**src/rtl/clint_device_pkg.sv**
```systemverilog
// clint_device_pkg: shared definitions for the CLINT device slice.
// Provides the MMIO device bus request/response structs, the CLINT
// register offsets, the default base address and the responder FSM states.
package clint_device_pkg;

  localparam int XLEN        = 64;
  localparam int PADDR_WIDTH = 56;
  localparam int ID_WIDTH    = 4;

  localparam logic [15:0] CLINT_MSIP_OFS     = 16'h0000;
  localparam logic [15:0] CLINT_MTIMECMP_OFS = 16'h4000;
  localparam logic [15:0] CLINT_MTIME_OFS    = 16'hBFF8;

  localparam logic [PADDR_WIDTH-1:0] CLINT_BASE_DEFAULT = 56'h00_0000_0200_0000;

  typedef struct packed {
    logic                   valid;
    logic [ID_WIDTH-1:0]    id;
    logic [PADDR_WIDTH-1:0] paddr;
    logic                   is_write;
    logic [XLEN-1:0]        data;
  } device_req_t;

  typedef struct packed {
    logic                valid;
    logic [ID_WIDTH-1:0] id;
    logic [XLEN-1:0]     data;
  } device_res_t;

  typedef enum logic [0:0] {
    ST_IDLE = 1'b0,
    ST_RESP = 1'b1
  } clint_state_e;

  // Word-aligned register offset: the low three bits select bytes inside a
  // 64-bit register and are ignored.
  function automatic logic [15:0] clint_word_ofs(input logic [15:0] ofs);
    return {ofs[15:3], 3'b000};
  endfunction

endpackage

```
**src/rtl/clint_device_if.sv**
```systemverilog
// clint_device_if: MMIO device bus between a requester (master) and a
// device (slave).
//   req_i       : request (valid, id, paddr, is_write, data), master -> slave
//   req_ready_o : device can accept a request this cycle, slave -> master
//   res_o       : response (valid, id, data), slave -> master
//   res_ready_i : requester consumes the response, master -> slave
interface clint_device_if;
  import clint_device_pkg::*;

  device_req_t req_i;
  logic        req_ready_o;
  device_res_t res_o;
  logic        res_ready_i;

  modport master (output req_i, output res_ready_i, input req_ready_o, input res_o);
  modport slave  (input req_i, input res_ready_i, output req_ready_o, output res_o);
endinterface

```
**src/rtl/clint_device_mtime_counter.sv**
```systemverilog
// clint_mtime_counter: prescaler plus 64-bit machine timer.
//   clk, rst : core clock, synchronous active-high reset
//   wr_en    : load mtime from wr_data this cycle (overrides a tick)
//   wr_data  : value to load
//   mtime    : current timer value (registered)
module clint_mtime_counter #(
  parameter int unsigned MTIME_DIV = 1
) (
  input  logic        clk,
  input  logic        rst,
  input  logic        wr_en,
  input  logic [63:0] wr_data,
  output logic [63:0] mtime
);

  localparam int unsigned PW = (MTIME_DIV > 1) ? $clog2(MTIME_DIV) : 1;
  localparam logic [PW-1:0] PRESC_MAX = PW'(MTIME_DIV - 1);

  logic [PW-1:0] presc_r;
  logic          tick_s;

  // With MTIME_DIV=1 the prescaler stays at 0 and every cycle is a tick.
  assign tick_s = (presc_r == PRESC_MAX);

  // Timer and prescaler; a load restarts the prescaler so the next tick
  // comes a full MTIME_DIV cycles after the write.
  always_ff @(posedge clk) begin
    if (rst) begin
      presc_r <= '0;
      mtime   <= 64'd0;
    end else if (wr_en) begin
      presc_r <= '0;
      mtime   <= wr_data;
    end else if (tick_s) begin
      presc_r <= '0;
      mtime   <= mtime + 64'd1;
    end else begin
      presc_r <= presc_r + PW'(1);
    end
  end

endmodule

```
**src/rtl/clint_device.sv**
```systemverilog
// clint_device: single-hart CLINT responder on the MMIO device bus.
//   clk, rst : core clock, synchronous active-high reset
//   bus      : device bus slave port (req_i/req_ready_o/res_o/res_ready_i)
//   mtip_o   : machine timer interrupt pending (registered compare)
//   msip_o   : machine software interrupt pending
//   mtime_o  : current mtime for the time CSR
module clint_device
  import clint_device_pkg::*;
#(
  parameter logic [PADDR_WIDTH-1:0] CLINT_BASE = CLINT_BASE_DEFAULT,
  parameter int unsigned            MTIME_DIV  = 1
) (
  input  logic            clk,
  input  logic            rst,
  clint_device_if.slave   bus,
  output logic            mtip_o,
  output logic            msip_o,
  output logic [XLEN-1:0] mtime_o
);

  clint_state_e    state_r;
  logic            req_ready_r;
  device_res_t     res_r;
  logic [XLEN-1:0] mtimecmp_r;
  logic            msip_r;
  logic            mtip_r;
  logic [XLEN-1:0] mtime_s;

  logic            accept_s;
  logic [15:0]     ofs_s;
  logic [XLEN-1:0] rd_data_s;
  logic            wr_msip_s;
  logic            wr_mtimecmp_s;
  logic            wr_mtime_s;
  logic            unused_s;

  assign bus.req_ready_o = req_ready_r;
  assign bus.res_o       = res_r;
  assign mtip_o          = mtip_r;
  assign msip_o          = msip_r;
  assign mtime_o         = mtime_s;

  assign accept_s = bus.req_i.valid && req_ready_r;

  // Offset inside the 64 KiB window; for a 64 KiB-aligned base this is
  // simply paddr[15:0]. Upper address bits are decoded by the PMA.
  assign ofs_s    = clint_word_ofs(bus.req_i.paddr[15:0] - CLINT_BASE[15:0]);
  assign unused_s = ^bus.req_i.paddr[PADDR_WIDTH-1:16];

  assign wr_msip_s     = accept_s && bus.req_i.is_write && (ofs_s == CLINT_MSIP_OFS);
  assign wr_mtimecmp_s = accept_s && bus.req_i.is_write && (ofs_s == CLINT_MTIMECMP_OFS);
  assign wr_mtime_s    = accept_s && bus.req_i.is_write && (ofs_s == CLINT_MTIME_OFS);

  // Read mux; mtime_s is the pre-tick value of the accept cycle.
  always_comb begin
    rd_data_s = 64'd0;
    case (ofs_s)
      CLINT_MSIP_OFS:     rd_data_s = {63'd0, msip_r};
      CLINT_MTIMECMP_OFS: rd_data_s = mtimecmp_r;
      CLINT_MTIME_OFS:    rd_data_s = mtime_s;
      default:            rd_data_s = 64'd0;
    endcase
  end

  clint_mtime_counter #(
    .MTIME_DIV (MTIME_DIV)
  ) u_mtime (
    .clk     (clk),
    .rst     (rst),
    .wr_en   (wr_mtime_s),
    .wr_data (bus.req_i.data),
    .mtime   (mtime_s)
  );

  // Request/response FSM with registered ready and response.
  always_ff @(posedge clk) begin
    if (rst) begin
      state_r     <= ST_IDLE;
      req_ready_r <= 1'b1;
      res_r       <= '0;
    end else begin
      case (state_r)
        ST_IDLE: begin
          if (accept_s) begin
            state_r     <= ST_RESP;
            req_ready_r <= 1'b0;
            res_r.valid <= 1'b1;
            res_r.id    <= bus.req_i.id;
            res_r.data  <= bus.req_i.is_write ? 64'd0 : rd_data_s;
          end
        end
        ST_RESP: begin
          if (bus.res_ready_i) begin
            state_r     <= ST_IDLE;
            req_ready_r <= 1'b1;
            res_r       <= '0;
          end
        end
        default: begin
          state_r     <= ST_IDLE;
          req_ready_r <= 1'b1;
          res_r       <= '0;
        end
      endcase
    end
  end

  // Software-writable CLINT registers.
  always_ff @(posedge clk) begin
    if (rst) begin
      mtimecmp_r <= 64'hFFFF_FFFF_FFFF_FFFF;
      msip_r     <= 1'b0;
    end else begin
      if (wr_mtimecmp_s) begin
        mtimecmp_r <= bus.req_i.data;
      end
      if (wr_msip_s) begin
        msip_r <= bus.req_i.data[0];
      end
    end
  end

  // Timer interrupt compare on the current register values.
  always_ff @(posedge clk) begin
    if (rst) begin
      mtip_r <= 1'b0;
    end else begin
      mtip_r <= (mtime_s >= mtimecmp_r);
    end
  end

endmodule

```
**src/flat_wrapper.sv**
```systemverilog
// flat-port wrapper written by rule: the top's interface ports become plain ports
module clint_device_flat import clint_device_pkg::*;
#(
  parameter logic [PADDR_WIDTH-1:0] CLINT_BASE = CLINT_BASE_DEFAULT,
  parameter int unsigned            MTIME_DIV  = 1
)
  (clk, rst, mtip_o, msip_o, mtime_o, bus_req_i, bus_res_ready_i, bus_req_ready_o, bus_res_o);
  clint_device_if bus_i ();
  input  logic clk;
  input  logic rst;
  output logic mtip_o;
  output logic msip_o;
  output logic [XLEN-1:0] mtime_o;
  input wire logic [$bits(bus_i.req_i)-1:0] bus_req_i;
  input wire logic [$bits(bus_i.res_ready_i)-1:0] bus_res_ready_i;
  output wire logic [$bits(bus_i.req_ready_o)-1:0] bus_req_ready_o;
  output wire logic [$bits(bus_i.res_o)-1:0] bus_res_o;
  assign bus_i.req_i = bus_req_i;
  assign bus_i.res_ready_i = bus_res_ready_i;
  assign bus_req_ready_o = bus_i.req_ready_o;
  assign bus_res_o = bus_i.res_o;
  clint_device #(.CLINT_BASE(CLINT_BASE), .MTIME_DIV(MTIME_DIV)) u_core (.clk(clk), .rst(rst), .bus(bus_i), .mtip_o(mtip_o), .msip_o(msip_o), .mtime_o(mtime_o));
endmodule
```
**config.mk**
```make
export PLATFORM = sky130hd
export DESIGN_NAME = clint_device_flat
export DESIGN_NICKNAME = d
export VERILOG_FILES = /design/src/rtl/clint_device_pkg.sv /design/src/rtl/clint_device_if.sv /design/src/rtl/clint_device_mtime_counter.sv /design/src/rtl/clint_device.sv /design/src/flat_wrapper.sv
export SDC_FILE = /design/constraint.sdc
export NUM_CORES = 1
export LEC_CHECK = 0
export BUFFER_PORTS_ARGS = -buffer_cell sky130_fd_sc_hd__buf_2
export CORE_MARGIN = 2
export CORE_UTILIZATION = 45
export DETAILED_ROUTE_END_ITERATION = 7
export PLACE_DENSITY = 0.78
export SYNTH_ARGS = -nofsm -noshare
export SYNTH_HDL_FRONTEND = slang
export SYNTH_SLANG_ARGS = --single-unit
```
**constraint.sdc**
```tcl
create_clock -name clk -period 2.6 [get_ports clk]
set_clock_uncertainty 0.05 [all_clocks]
set_input_delay 0.26 -clock clk [delete_from_list [all_inputs] [get_ports clk]]
set_output_delay 0.26 -clock clk [all_outputs]
set_load 0.01 [all_outputs]
```
After elaboration in Yosys (flattened, before gate mapping):

Index checks and enable logic that the tools add are counted.

* word-level logic and storage cells: 41
* bits in registers: 202
* input bits: 129
* output and inout bits: 136

* equality and inequality tests: 5
* bitwise logic cells: 2
* add/sub/neg operators: 2
* mux-type cells: 13
* order comparisons: 1
* reduce and logical (&&, ||, !) cells: 8

Operator list (number)
* $mux 64: 3
* $pmux 64 s3: 1
* $mux 69: 2
* $pmux 69 s2: 1
* $add 64x1->64 const B: 1
* $ge 64x64->1: 1
* $logic_not 16->1: 1
* $eq 13x12->1 const B: 1
* $eq 13x13->1 const B: 1
* $logic_and 1x1->1: 5
* $mux 1: 4
* $ne 2x2->1 const B: 2
* $pmux 1 s2: 2
* $reduce_or 3->1: 1
* $ne 2x1->1 const B: 1
* $not 1->1: 2
* $reduce_and 2->1: 1
* $add 1x1->1 const B: 1

Logic depth before layout (Yosys ltp):

* word-level depth: 5
* gate-level depth with buffers: 8
* depth with buffers taken out: 8

Modules after synthesis:

From an unflattened synthesis, not the netlist that was laid out.

* cells, all modules: 1277
* area total of the unflattened synthesis: 10945.5 sq um

Modules (own cells, without submodules)
* clint_device: seq. area each 2742.6 sq um, cells an instance 780, area an instance 6910.4 sq um, times used 1
* clint_mtime_counter: seq. area each 1301.2 sq um, cells an instance 497, area an instance 4035.1 sq um, times used 1

Worst setup path after synthesis:

OpenSTA, ideal clock, no wires.

* kind: register -> register
* from: register u_core.u_mtime.mtime[22]
* to: register u_core.u_mtime.mtime[60]
* buffers on the path: 0
* path slack: -0.001 ns
* stages on the path, launching flop included: 7
* period minus slack after synthesis: 2.601 ns
* setup time: 0.079 ns
* required time: 2.471 ns
* data arrival time: 2.472 ns
* cells stage by stage: dfxtp_1 -> nand4_1 -> or4_4 -> or4_4 -> or4_4 -> xor2_1 -> a211oi_2

* cells in the longest elaborated chain, start to end: 3

RTL lines
* from (decl): RTL line clint_device_mtime_counter.sv:13 `output logic [63:0] mtime`
* from (signal assigned): RTL line clint_device_mtime_counter.sv:33 `mtime <= wr_data;`
* from (signal assigned): RTL line clint_device_mtime_counter.sv:36 `mtime <= mtime + 64'd1;`
* $add 64x1->64: RTL line clint_device_mtime_counter.sv:36
* $mux 64: RTL line clint_device_mtime_counter.sv:34 `end else if (tick_s) begin`
* $mux 64: RTL line clint_device_mtime_counter.sv:31 `end else if (wr_en) begin`

No other way between the ends. The select of a mux whose other input is x is not followed.
A chain may end at the register's enable or synchronous reset.

Worst setup path in the final report:

* from: register u_core.u_mtime.mtime[17]
* to: register u_core.u_mtime.mtime[60]

The elaborated chain is that of the path after synthesis.

==> metrics.md <==
| Metric | Value |
|---|---|
| Initial antenna violation count | `0` |
| Area of the core | `22,500 µm²` |
| Final Cycle Share | `0.993` |
| Outcome | `finished clean` |
| R2R Setup Slk | `0.02 ns` |
| Drt pass-1 iters | `5` |
| Ant diodes | `0` |
| Syn nets | `1,407` |
| CP Launch Type | `register` |
| Met3 Track Usage GR | `0.0387` |
| Worst Tran Pin Value | `0.771 ns` |
| Port buffer count | `221` |
| Worst path required time | `2.97 ns` |
| Distinct cells, synth | `44` |
| RSZ-0062 raised after global routing | `yes` |
| Slew headroom | `0.486` |
| Number of global-route vias before repair | `9,758` |
| IO Pins | `265` |
| Tmin final | `2.58 ns` |
| M2 GR Usage | `0.426` |
| Share of cells above drive strength 1 | `0.218` |
| Skew-Pair Late Insertion Delay | `0.50 ns` |
| DP HPWL | `20.3 mm` |
| Worst-path clk slew | `0.06 ns` |
| Leakage power | `0.00613 µW` |
| Seq cells post-synth | `202` |
| Starting DRC count in detailed routing | `605` |
| Die height | `155 µm` |
| Sw Share | `0.223` |
| First-pass GRT wire length | `49.1 mm` |
| Vias | `10.2k` |
| Design Area, Final | `13,300 µm²` |
| Commonest non-fill, non-tap cells in the layout | `buf_2 (220), dfxtp_1 (196), nor2_1 (146), nand2_1 (117), inv_1 (76)` |
| Hold_ws | `0.0609 ns` |
| Global Route Usage Sum | `0.246` |
| Area growth from synthesis to layout | `30.1%` |
| Pin count of the biggest net entering global routing | `136` |
| Clock Sinks | `202` |
| WHS Endpoint | `u_core.state_r$_SDFF_PP0_` |
| Initial Utilization | `0.455` |
| Mapped cell area | `10,200 µm²` |
| Power share of the combinational group | `0.057` |
| CP endpoint kind | `register` |
| Area leader, netlist | `dfxtp_1` |
| Hold Path Depth | `3` |
| Area share of the largest cell type after synthesis | `0.395` |
| Synth warnings | `0` |
| Slew Viols, Final | `0` |
| Die area | `24,000 µm²` |
| Wire per inst | `17.0 µm` |
| RePlAce Congestion | `0.835` |
| Max Cap Viol | `0` |
| Routed WL | `30.5 mm` |
| TritonCTS buffer count | `23` |
| Setup-failing EPs final | `0` |
| Clock Power Share | `0.471` |
| DRC violations left | `0` |
| Met1 Usage GRT | `0.315` |
| Register area share after synthesis | `0.395` |
| Power per cell area | `496 nW/µm²` |
| Cell internal pwr | `5130 µW` |
| Reg2Reg Capture Point | `u_core.u_mtime.mtime[60]$_SDFFE_PP0P_` |
| Antenna viol nets, final | `0` |
| Post-DP Area | `11,900 µm²` |
| R2R Path Start | `u_core.u_mtime.mtime[17]$_SDFFE_PP0P_` |
| Max Freq | `0.387 GHz` |
| Final hold vios | `0` |
| WS Path Type | `register to register` |
| Via density | `5.68` |
| CTS tree | `yes` |
| Area contributors post-synth | `dfxtp_1 (39%), ha_1 (7.9%), nor2_1 (5.4%)` |
| CP Max Fanout | `5` |
| Layout Nets | `1,689` |
| Worst Hold Launch | `bus_res_ready_i` |
| Die Wd | `155 µm` |
| Number of core rows | `55` |
| Setup_tns | `0 ns` |
| Avg Cell Area, Syn | `8.44 µm²` |
| Filler instances | `1,933` |
| CTS H-tree depth | `1` |
| Psw | `1480 µW` |
| Peak supply drop | `0.416 mV` |
| GR peak layer | `met2` |
| Worst Reg-to-Reg Cells | `6` |
| Total gr overflow | `0` |
| Sequential Power Share | `0.472` |
| Synth Instances | `1,213` |
| HP Class | `input pin to register` |
| CP arrival | `2.95 ns` |
| Clock root cell | `clkbuf_16` |
| Commonest non-fill, non-tap cell in the layout | `buf_2` |
| Deepest clock path buffer count | `3` |
## metal layers
layer	vias up	part of all wire
li1	4982	-
met1	4787	0.43
met2	350	0.48
met3	61	0.065
met4	0	0.024
met5	-	0
## repair_timing
action                                  in CTS  in global routing
hold buffers                                68                  0
endpoints found under the setup margin       1                 11
endpoints found under the hold margin       75                  0
gates cloned                                 0                  0
setup buffers                                0                  1
resized for setup                            0                 10
pin swaps                                    1                  3
## area by class of cell
cell class	count	area, µm²	area share
multi-input combinational	853	5680	0.426
sequential	202	4050	0.304
timing repair buffer	338	2230	0.167
clock buffer	32	669	0.0502
tap	285	357	0.0268
inverter	77	289	0.0217
clock inverter	4	45.0	0.00338
## through the flow
stage	cells	worst slack (ns)	power (µW)	utilization
floorplan	1213	0.00306	3310	-
global placement	1686	0.0752	3470	0.528
CTS	1790	0.0133	6670	0.590
detailed placement	1686	0.0210	3470	0.528
global route	1791	-0.0337	6830	0.592
finish	1791	0.0180	6610	0.592
## worst max-delay path, cell delays in order, from the launching register on
cell      delay (ns)
dfxtp_2         0.35
nand4_4         0.12
or4_4           0.59
or4_4           0.58
or4_4           0.44
xor2_1          0.16
a211oi_2        0.21
## registers in the layout, summed over array words and instances, names as in the netlist
register,cells
u_core.bus.req_ready_o,1
u_core.u_mtime.mtime,64
u_core.u_mtime.presc_r,1
u_core.mtip_o,1
u_core.msip_o,1
u_core.bus.res_o,69
u_core.state_r,1
u_core.mtimecmp_r,64
## worst max path at each step
stage	start	cells after the start	endpoint	slack, ns
4_1_cts	u_core.u_mtime.mtime[17]$_SDFFE_PP0P_	6	u_core.u_mtime.mtime[42]$_SDFFE_PP0P_	0.01
5_1_grt	u_core.u_mtime.mtime[17]$_SDFFE_PP0P_	6	u_core.u_mtime.mtime[60]$_SDFFE_PP0P_	-0.03
6_report	u_core.u_mtime.mtime[17]$_SDFFE_PP0P_	6	u_core.u_mtime.mtime[60]$_SDFFE_PP0P_	0.02
2_1_floorplan	u_core.u_mtime.mtime[7]$_SDFFE_PP0P_	6	u_core.u_mtime.mtime[60]$_SDFFE_PP0P_	0.003
3_5_place_dp	u_core.u_mtime.mtime[7]$_SDFFE_PP0P_	6	u_core.u_mtime.mtime[42]$_SDFFE_PP0P_	0.02
3_3_place_gp	u_core.u_mtime.mtime[17]$_SDFFE_PP0P_	6	u_core.u_mtime.mtime[42]$_SDFFE_PP0P_	0.08
## cell families after synthesis
family	share of synthesized area
xor gates and xnor gates	0.0470
DFF	0.395
other	0.000366
buffers and inverters	0.0581
adders and majority gates	0.0794
muxes	0.00489
and+or+nand+nor	0.185
AOI/OAI and AO/OA	0.231
## cell usage after synthesis
master	n
and4_1	8
nor2_1	148
or3_1	14
nand4_1	30
and3_1	5
a22o_1	63
and4b_1	1
nand3_1	36
or4_4	4
ha_1	65
a31oi_1	1
nand3b_1	1
a21oi_1	32
nor3_1	14
a22oi_1	66
buf_2	2
xnor2_1	26
and3b_1	1
nor2b_1	2
buf_1	5
a211oi_2	1
o211ai_1	64
nand2b_1	3
a2111oi_0	1
nand2_1	117
conb_1	1
o32a_1	1
a221oi_1	4
a211oi_1	55
mux2i_1	5
clkbuf_1	74
or4_1	1
a21o_1	1
o21a_1	1
nand4_2	1
nor4_1	16
and2_1	4
xor2_1	29
o21ai_0	21
a311oi_1	8
dfxtp_1	202
inv_1	77
nor4_2	1
nand4b_1	1
## power groups by stage
stage / sequential (µW) / clock [µW] / combinational (µW)
2_1_floorplan: 3190 / 0 / 123
3_3_place_gp: 3190 / 0 / 283
3_5_place_dp: 3190 / 0 / 286
4_1_cts: 3120 / 3180 / 368
5_1_grt: 3120 / 3300 / 402
6_report: 3120 / 3110 / 374
No activity file was read; power rests on OpenSTA's default activity.
